[config.mk]
export PLATFORM = sky130hd
export DESIGN_NAME = spi_cmd_ctrl
export DESIGN_NICKNAME = d
export VERILOG_FILES = /design/src/rtl/spi_cmd_ctrl.sv
export SDC_FILE = /design/constraint.sdc
export NUM_CORES = 1
export LEC_CHECK = 0
export BUFFER_PORTS_ARGS = -buffer_cell sky130_fd_sc_hd__buf_4
export CAP_MARGIN = 15
export CORE_UTILIZATION = 55
export CTS_CLUSTER_SIZE = 14
export DETAILED_ROUTE_END_ITERATION = 8
export PLACE_DENSITY = 0.88
export SLEW_MARGIN = 20
export SYNTH_ARGS = -nofsm -noshare
export SYNTH_HDL_FRONTEND = slang
export SYNTH_SLANG_ARGS = --single-unit
[constraint.sdc]
create_clock -name sys_clk -period 3.4 [get_ports sys_clk]
set_clock_uncertainty 0.2 [all_clocks]
set_input_delay 0.68 -clock sys_clk [delete_from_list [all_inputs] [get_ports sys_clk]]
set_output_delay 0.68 -clock sys_clk [all_outputs]
set_load 0.005 [all_outputs]
[src/rtl/spi_cmd_ctrl.sv]
// spi_cmd_ctrl: decodes SPI command frames from spi_buffer and issues one memory bus access per frame
//   sys_clk, reset_n      : clock, asynchronous active-low reset
//   spi_cs_n              : synchronized chip select, low while a frame is active
//   rx_bytes, rx_count    : received bytes (rx[0] in [7:0]) and how many are valid
//   bus_req/we/addr/wr_data, bus_rd_data, bus_ack : memory bus handshake
//   rd_data, rd_valid     : last read byte and its one-cycle update pulse
//   cmd_done, timeout_err : completion pulse and sticky ack-timeout flag
module spi_cmd_ctrl #(
  parameter int ADDR_WIDTH  = 17,
  parameter int ACK_TIMEOUT = 255
) (
  input  logic                  sys_clk,
  input  logic                  reset_n,
  input  logic                  spi_cs_n,
  input  logic [31:0]           rx_bytes,
  input  logic [2:0]            rx_count,
  output logic                  bus_req,
  output logic                  bus_we,
  output logic [ADDR_WIDTH-1:0] bus_addr,
  output logic [7:0]            bus_wr_data,
  input  logic [7:0]            bus_rd_data,
  input  logic                  bus_ack,
  output logic [7:0]            rd_data,
  output logic                  rd_valid,
  output logic                  cmd_done,
  output logic                  timeout_err
);
  localparam int TW = $clog2(ACK_TIMEOUT + 1);
  typedef enum logic [1:0] {IDLE, WAIT, REQ, DONE} state_t;
  state_t                  state;
  logic                    cs_prev;
  logic [2:0]              rx_prev;
  logic [ADDR_WIDTH-1:0]   addr_reg;
  logic [TW-1:0]           to_cnt;
  logic [1:0]              op;
  logic [2:0]              need;
  logic                    ready;
  logic [16:0]             abs17;
  logic [ADDR_WIDTH-1:0]   abs_addr;
  logic [ADDR_WIDTH-1:0]   next_addr;
  logic                    unused_cmd_bits;
  always_comb begin
    op              = rx_bytes[7:6];
    need            = op == 2'b00 ? 3'd3 : op == 2'b01 ? 3'd4 : op == 2'b10 ? 3'd1 : 3'd2;
    ready           = rx_count != 3'd0 && rx_count >= need;
    abs17           = {rx_bytes[0], rx_bytes[15:8], rx_bytes[23:16]};
    abs_addr        = ADDR_WIDTH'(abs17);
    next_addr       = addr_reg + ADDR_WIDTH'(1);
    unused_cmd_bits = ^rx_bytes[5:1];
  end
  always_ff @(posedge sys_clk or negedge reset_n) begin
    if (!reset_n) begin
      state       <= IDLE;
      cs_prev     <= 1'b1;
      rx_prev     <= '0;
      addr_reg    <= '0;
      to_cnt      <= '0;
      bus_req     <= 1'b0;
      bus_we      <= 1'b0;
      bus_addr    <= '0;
      bus_wr_data <= '0;
      rd_data     <= '0;
      rd_valid    <= 1'b0;
      cmd_done    <= 1'b0;
      timeout_err <= 1'b0;
    end else begin
      cs_prev  <= spi_cs_n;
      rx_prev  <= rx_count;
      cmd_done <= 1'b0;
      rd_valid <= 1'b0;
      case (state)
        IDLE: if (cs_prev && !spi_cs_n) begin
          timeout_err <= 1'b0;
          state       <= WAIT;
        end
        // a shrinking rx_count means spi_buffer was reset under us: drop the frame
        WAIT: if (spi_cs_n || rx_count < rx_prev) begin
          state <= IDLE;
        end else if (ready) begin
          bus_req     <= 1'b1;
          bus_we      <= op[0];
          bus_addr    <= op[1] ? next_addr : abs_addr;
          bus_wr_data <= op[1] ? rx_bytes[15:8] : rx_bytes[31:24];
          to_cnt      <= '0;
          state       <= REQ;
        end
        // ack is tested first so it wins over a coincident terminal count
        REQ: if (bus_ack) begin
          bus_req  <= 1'b0;
          addr_reg <= bus_addr;
          cmd_done <= 1'b1;
          rd_data  <= bus_we ? rd_data : bus_rd_data;
          rd_valid <= !bus_we;
          state    <= spi_cs_n ? IDLE : DONE;
        end else if (to_cnt == TW'(ACK_TIMEOUT - 1)) begin
          bus_req     <= 1'b0;
          timeout_err <= 1'b1;
          state       <= spi_cs_n ? IDLE : DONE;
        end else begin
          to_cnt <= to_cnt + TW'(1);
        end
        DONE: if (spi_cs_n) state <= IDLE;
        default: state <= IDLE;
      endcase
    end
  end
endmodule

# Yosys cells after proc, flatten, opt, wreduce, memory -nomap -nowiden
# Index checks and enable logic that the tools add are counted.
# totals
reg_bits	69
out_inout_bits	38
word_cells	82
# op_classes
n_addsub	2
order_cmp	2
eq_ne	15
muxes	31
n_bitwise	2
reduce_logical	17
# ops
op	count
two-way mux 8 bit	5
adder 17 x 1 -> 17 bit, second input constant	1
two-way mux 17 bit	1
two-way mux 2 bit	8
one-hot mux 8 bit (2 select lines)	1
!= test 2 bit, second input constant	7
AND reduction 4 bit	3
two-way mux 1 bit	11
adder 8 x 1 -> 8 bit, second input constant	1
== test 8 bit, second input constant	1
one-hot mux 2 bit (4 select lines)	1
== test 2 bit, second input constant	3
two-way mux 3 bit	2
!= test 3 bit, second input constant	2
AND reduction 3 bit	2
AND reduction 5 bit	1
== test 2 x 1 -> 1 bit, second input constant	2
zero test 2 bit	2
one-hot mux 1 bit (2 select lines)	2
nonzero test 2 bit	2
greater-or-equal comparator 3 bit	1
< comparator 3 bit	1
nonzero test 3 bit	1
logical AND 1 bit	2
other kinds (4)	6

# Logic depth before layout (Yosys ltp)
# depth
depth_word	9
depth_mapped	11
depth_no_buf	9

# Worst setup path after synthesis
# No wires, ideal clock.
# synth_timing
path_type	input to register
startpoint	in rx_bytes[7]
endpoint	reg bus_addr[0]
setup_ps	125
arrival_ps	3125
slack_ps	-50
stages	11
path_buffers	2
path_cell_list	buf_1 > inv_1 > ha_1 > or2_2 > ha_1 > nor2b_1 > o21ai_2 > o31ai_2 > nor4_4 > buf_6 > mux2_4
# synth_via
elab_chain_len	7
elab_cells_between_ends	10
classes_between	1 x order compare; 2 x eq/ne; 4 x mux; 3 x reduce/logical
# synth_rtl
item	line	source
start, declared	15	input logic [31:0] rx_bytes,
== test 2 bit	44	need = op == 2'b00 ? 3'd3 : op == 2'b01 ? 3'd4 : op == 2'b10 ? 3'd1 : 3'd2;
two-way mux 2 bit	44	
two-way mux 3 bit (2 in series)	44	
greater-or-equal comparator 3 bit	45	ready = rx_count != 3'd0 && rx_count >= need;
logical AND 1 bit	45	
AND reduction 3 bit (no source line)	--	
end signal, assigned	82	bus_addr <= op[1] ? next_addr : abs_addr;
end, declared	19	output logic [ADDR_WIDTH-1:0] bus_addr,
# Several ways; a longest one is shown, not always the timed one.
# A chain may end at the register's enable or synchronous reset.

# Worst setup path in the final report
# layout_timing
startpoint	in rx_bytes[7]
endpoint	reg bus_addr[16]
# Same word-level chain as after synthesis.

==> flow_summary_export.csv <==
group,metric,value,unit
grt,grt_use_total,25.4,%
pwr,power.share.switching,28.5,%
grt,grt_pass1_wl,12.6,mm
pwr,clkPwrFrac,23.2,%
flow_run,cap_violations,0,
pwr,p_sw,721,uW
synth,ys_seq_area_share,49.0,%
worst_setup_path,reg2reg_from,"state[1]$_DFFE_PN0P_",
synth,synth.mux.area_fraction,21.3,%
grt,grt_max_degree,70,
timing,setup-tns-final,0,ns
finish,drive_gt1_share,42.0,%
timing,finalCritPeriodShare,84.0,%
route,vias,2585,
worst_setup_path,cp-end-kind,"flip-flop",
synth,syn_area,3530,um^2
synth,synth_top_area_share,48.3,%
floorplan,coreArea,6060,um^2
timing,worst_pin_slew,0.838,ns
synth,synth.largest_area_cell,"dfrtp_1",
clock_network,post-cts-setup-buffers,0,
route,drt_iter0_drc,146,
floorplan,dieArea,6730,um^2
synth,synth-edff-count,0,
clock_network,clk_pin_slew,0.07,ns
clock_network,clkSinkCount,69,
placement,dp_slack,0.200,ns
pwr,pwr-share-comb,28.2,%
finish,fill_cells,427,
timing,slew_viol_final,0,
worst_setup_path,rr_worst_depth,4,
clock_network,cts_hold_buf,0,
pwr,powerDensity,582,nW/um^2
synth,avgSynthCellArea,11.6,um^2
clock_network,htree_num_levels,3,
timing,setup_viol,0,
finish,diodes,0,
placement,io_buffers,79,
route,via_per_inst,5.58,
synth,ys_top_cells_by_count,"dfrtp_1 (68), mux2_2 (38), nor2_1 (25)",
finish,finalNetCount,443,
synth,synth_top_family_by_area,"multiplexers",
clock_network,cts_resized,0,
synth,ys.warnings.count,0,
timing,slew_headroom,44.2,%
route,first_pass_iters,4,
status,status,"complete, no violations",
grt,overflow,0,
synth,synth_fa_ha_area_share,3.90,%
pwr,sequentialPowerShare,48.7,%
worst_hold_path,hold_path_class,"in2async",
timing,fin_ws,0.545,ns
worst_setup_path,r2r_setup_slack,1.18,ns
pwr,power.total,2530,uW
synth,yosys.cell_count.top_type,"dfrtp_1",
placement,placed_cells,449,
route,post-route-drc-count,0,
worst_setup_path,worstSetupStartpointType,"primary input",
floorplan,die_w,82.1,um
synth,ys_types,44,
synth,synth_ff_type,"dfrtp_1",
finish,finalNonFillerCells,463,
synth,synthTopCellsByArea,"dfrtp_1 (48%), mux2_2 (12%), mux2_4 (8.5%)",
timing,layout_min_cycle_time,2.85,ns
synth,syn_nets,361,
floorplan,num_rows,28,
clock_network,clock-root-buffer,"clkbuf_8",
pwr,p_int,1810,uW
route,antenna_left,0,
grt,grt_pass1_vias,2684,
clock_network,clk_latency,0.34,ns
grt,grt_antenna_before_repair,0,
placement,dp_hpwl,5.38,mm
floorplan,pin_count,85,
clock_network,cts_buffer_depth,2,
route,drt_wl_total,7.65,mm
clock_network,numCtsBuffers,9,
synth,async_reset_ff_share,100,%
floorplan,initial_utilization,58.2,%
synth,synth_compound_area_share,6.74,%
finish,syn_to_final_growth,23.3,%
synth,synthSimpleGateAreaFrac,11.9,%
timing,hold_viol_final,0,
worst_setup_path,cp_max_fo,10,
synth,netlist_instances,303,
worst_setup_path,crit_type,"in2reg",
timing,worst_hold_slack,0.249,ns
worst_setup_path,cp.arrival,2.87,ns
synth,ys_ff_latch,69,
worst_setup_path,cp.required,3.42,ns
timing,clock.fmax,0.350,GHz
synth,yosys.area_share.xor_xnor,3.97,%
pwr,leakage,0.00206,uW
floorplan,die_h,82.1,um
placement,gp_congestion,0.807,
pwr,ir_worst_vdd,387,uV
route,wl_per_cell,16.5,um
worst_setup_path,timing.rr.end,"rd_data[0]$_DFFE_PN0P_",
clock_network,cts_tree,"done",
timing,rsz0062_at_grt,"false",
through the flow:
step | utilization, % | cell area [um^2]
final | 71.7 | 4350
after floorplan | - | 3530
after global placement | 69.0 | 4180
after global routing | 71.7 | 4350
after detailed placement | 69.0 | 4180
after CTS | 71.7 | 4350
critical path: stages:
cell and delay (ns):
buf_4 0.09, inv_1 0.07, ha_1 0.17, or2_2 0.29, ha_1 0.28, nor2b_1 0.05, o21ai_2 0.14, o31ai_2 0.12
nor4_4 0.36, buf_4 0.29, mux2_4 0.32
area by class of cell:
type	count	area [um^2]	share of cell area, %
clock inverters	2	10.0	0.230
inverters	11	41.3	0.950
multi-input cells	211	1680	38.7
flip-flops and latches	69	1730	39.7
repair buffers	83	636	14.6
well taps	75	93.8	2.16
clock buffers	12	155	3.57
cells by family (layout without fill, tap and decap cells):
family / count (synthesis) / after routing
xor+xnor: 16 / 16
mux: 60 / 60
buf+inv: 23 / 108
flops: 69 / 69
simple gates: 84 / 84
fa+ha+maj: 11 / 11
compound gates: 40 / 40
per-layer routing:
layer / wire (um) / share of wire (%) / vias to the layer above / track usage, %
met2: 3910 / 51 / 76 / 42.0
met1: 3290 / 43 / 1276 / 32.4
met4: 179 / 2.3 / 0 / 13.3
li1: - / - / 1220 / -
met3: 270 / 3.5 / 13 / 3.44
met5: 0 / 0 / - / 0
power groups by stage:
stage	clock (uW)	sequential, uW	combinational [uW]
floorplan	0	1200	352
global placement	0	1220	693
detailed placement	0	1240	719
CTS	590	1230	723
global route	628	1260	781
finish	587	1230	713
worst max-delay path by stage:
stage                     start                  endpoint  slack (ns)
global placement    rx_bytes[7]        bus_we$_DFFE_PN0P_        0.24
floorplan           rx_bytes[7]   bus_addr[0]$_DFFE_PN0P_        0.07
CTS                 rx_bytes[7]  bus_addr[16]$_DFFE_PN0P_        0.55
detailed placement  rx_bytes[7]  bus_addr[16]$_DFFE_PN0P_        0.20
finish              rx_bytes[7]  bus_addr[16]$_DFFE_PN0P_        0.55
global route        rx_bytes[7]  bus_addr[16]$_DFFE_PN0P_        0.44
cell usage in the layout, fill, tap and decap left out, types with 4 or more instances in the layout:
| cell type | netlist | layout |
|---|---|---|
| buf_4 | 0 | 82 |
| dfrtp_1 | 68 | 68 |
| mux2_2 | 38 | 38 |
| nor2_1 | 25 | 25 |
| mux2_4 | 20 | 20 |
| nand2_1 | 19 | 19 |
| a21oi_1 | 17 | 17 |
| xnor2_1 | 13 | 13 |
| inv_1 | 11 | 11 |
| ha_1 | 11 | 11 |
| clkbuf_8 | 0 | 11 |
| nand3_1 | 9 | 9 |
| o21ai_0 | 9 | 9 |
| nor3_1 | 7 | 7 |
| nor4_1 | 5 | 5 |
| nand4_1 | 4 | 4 |
Power figures use the tool's default switching activity.
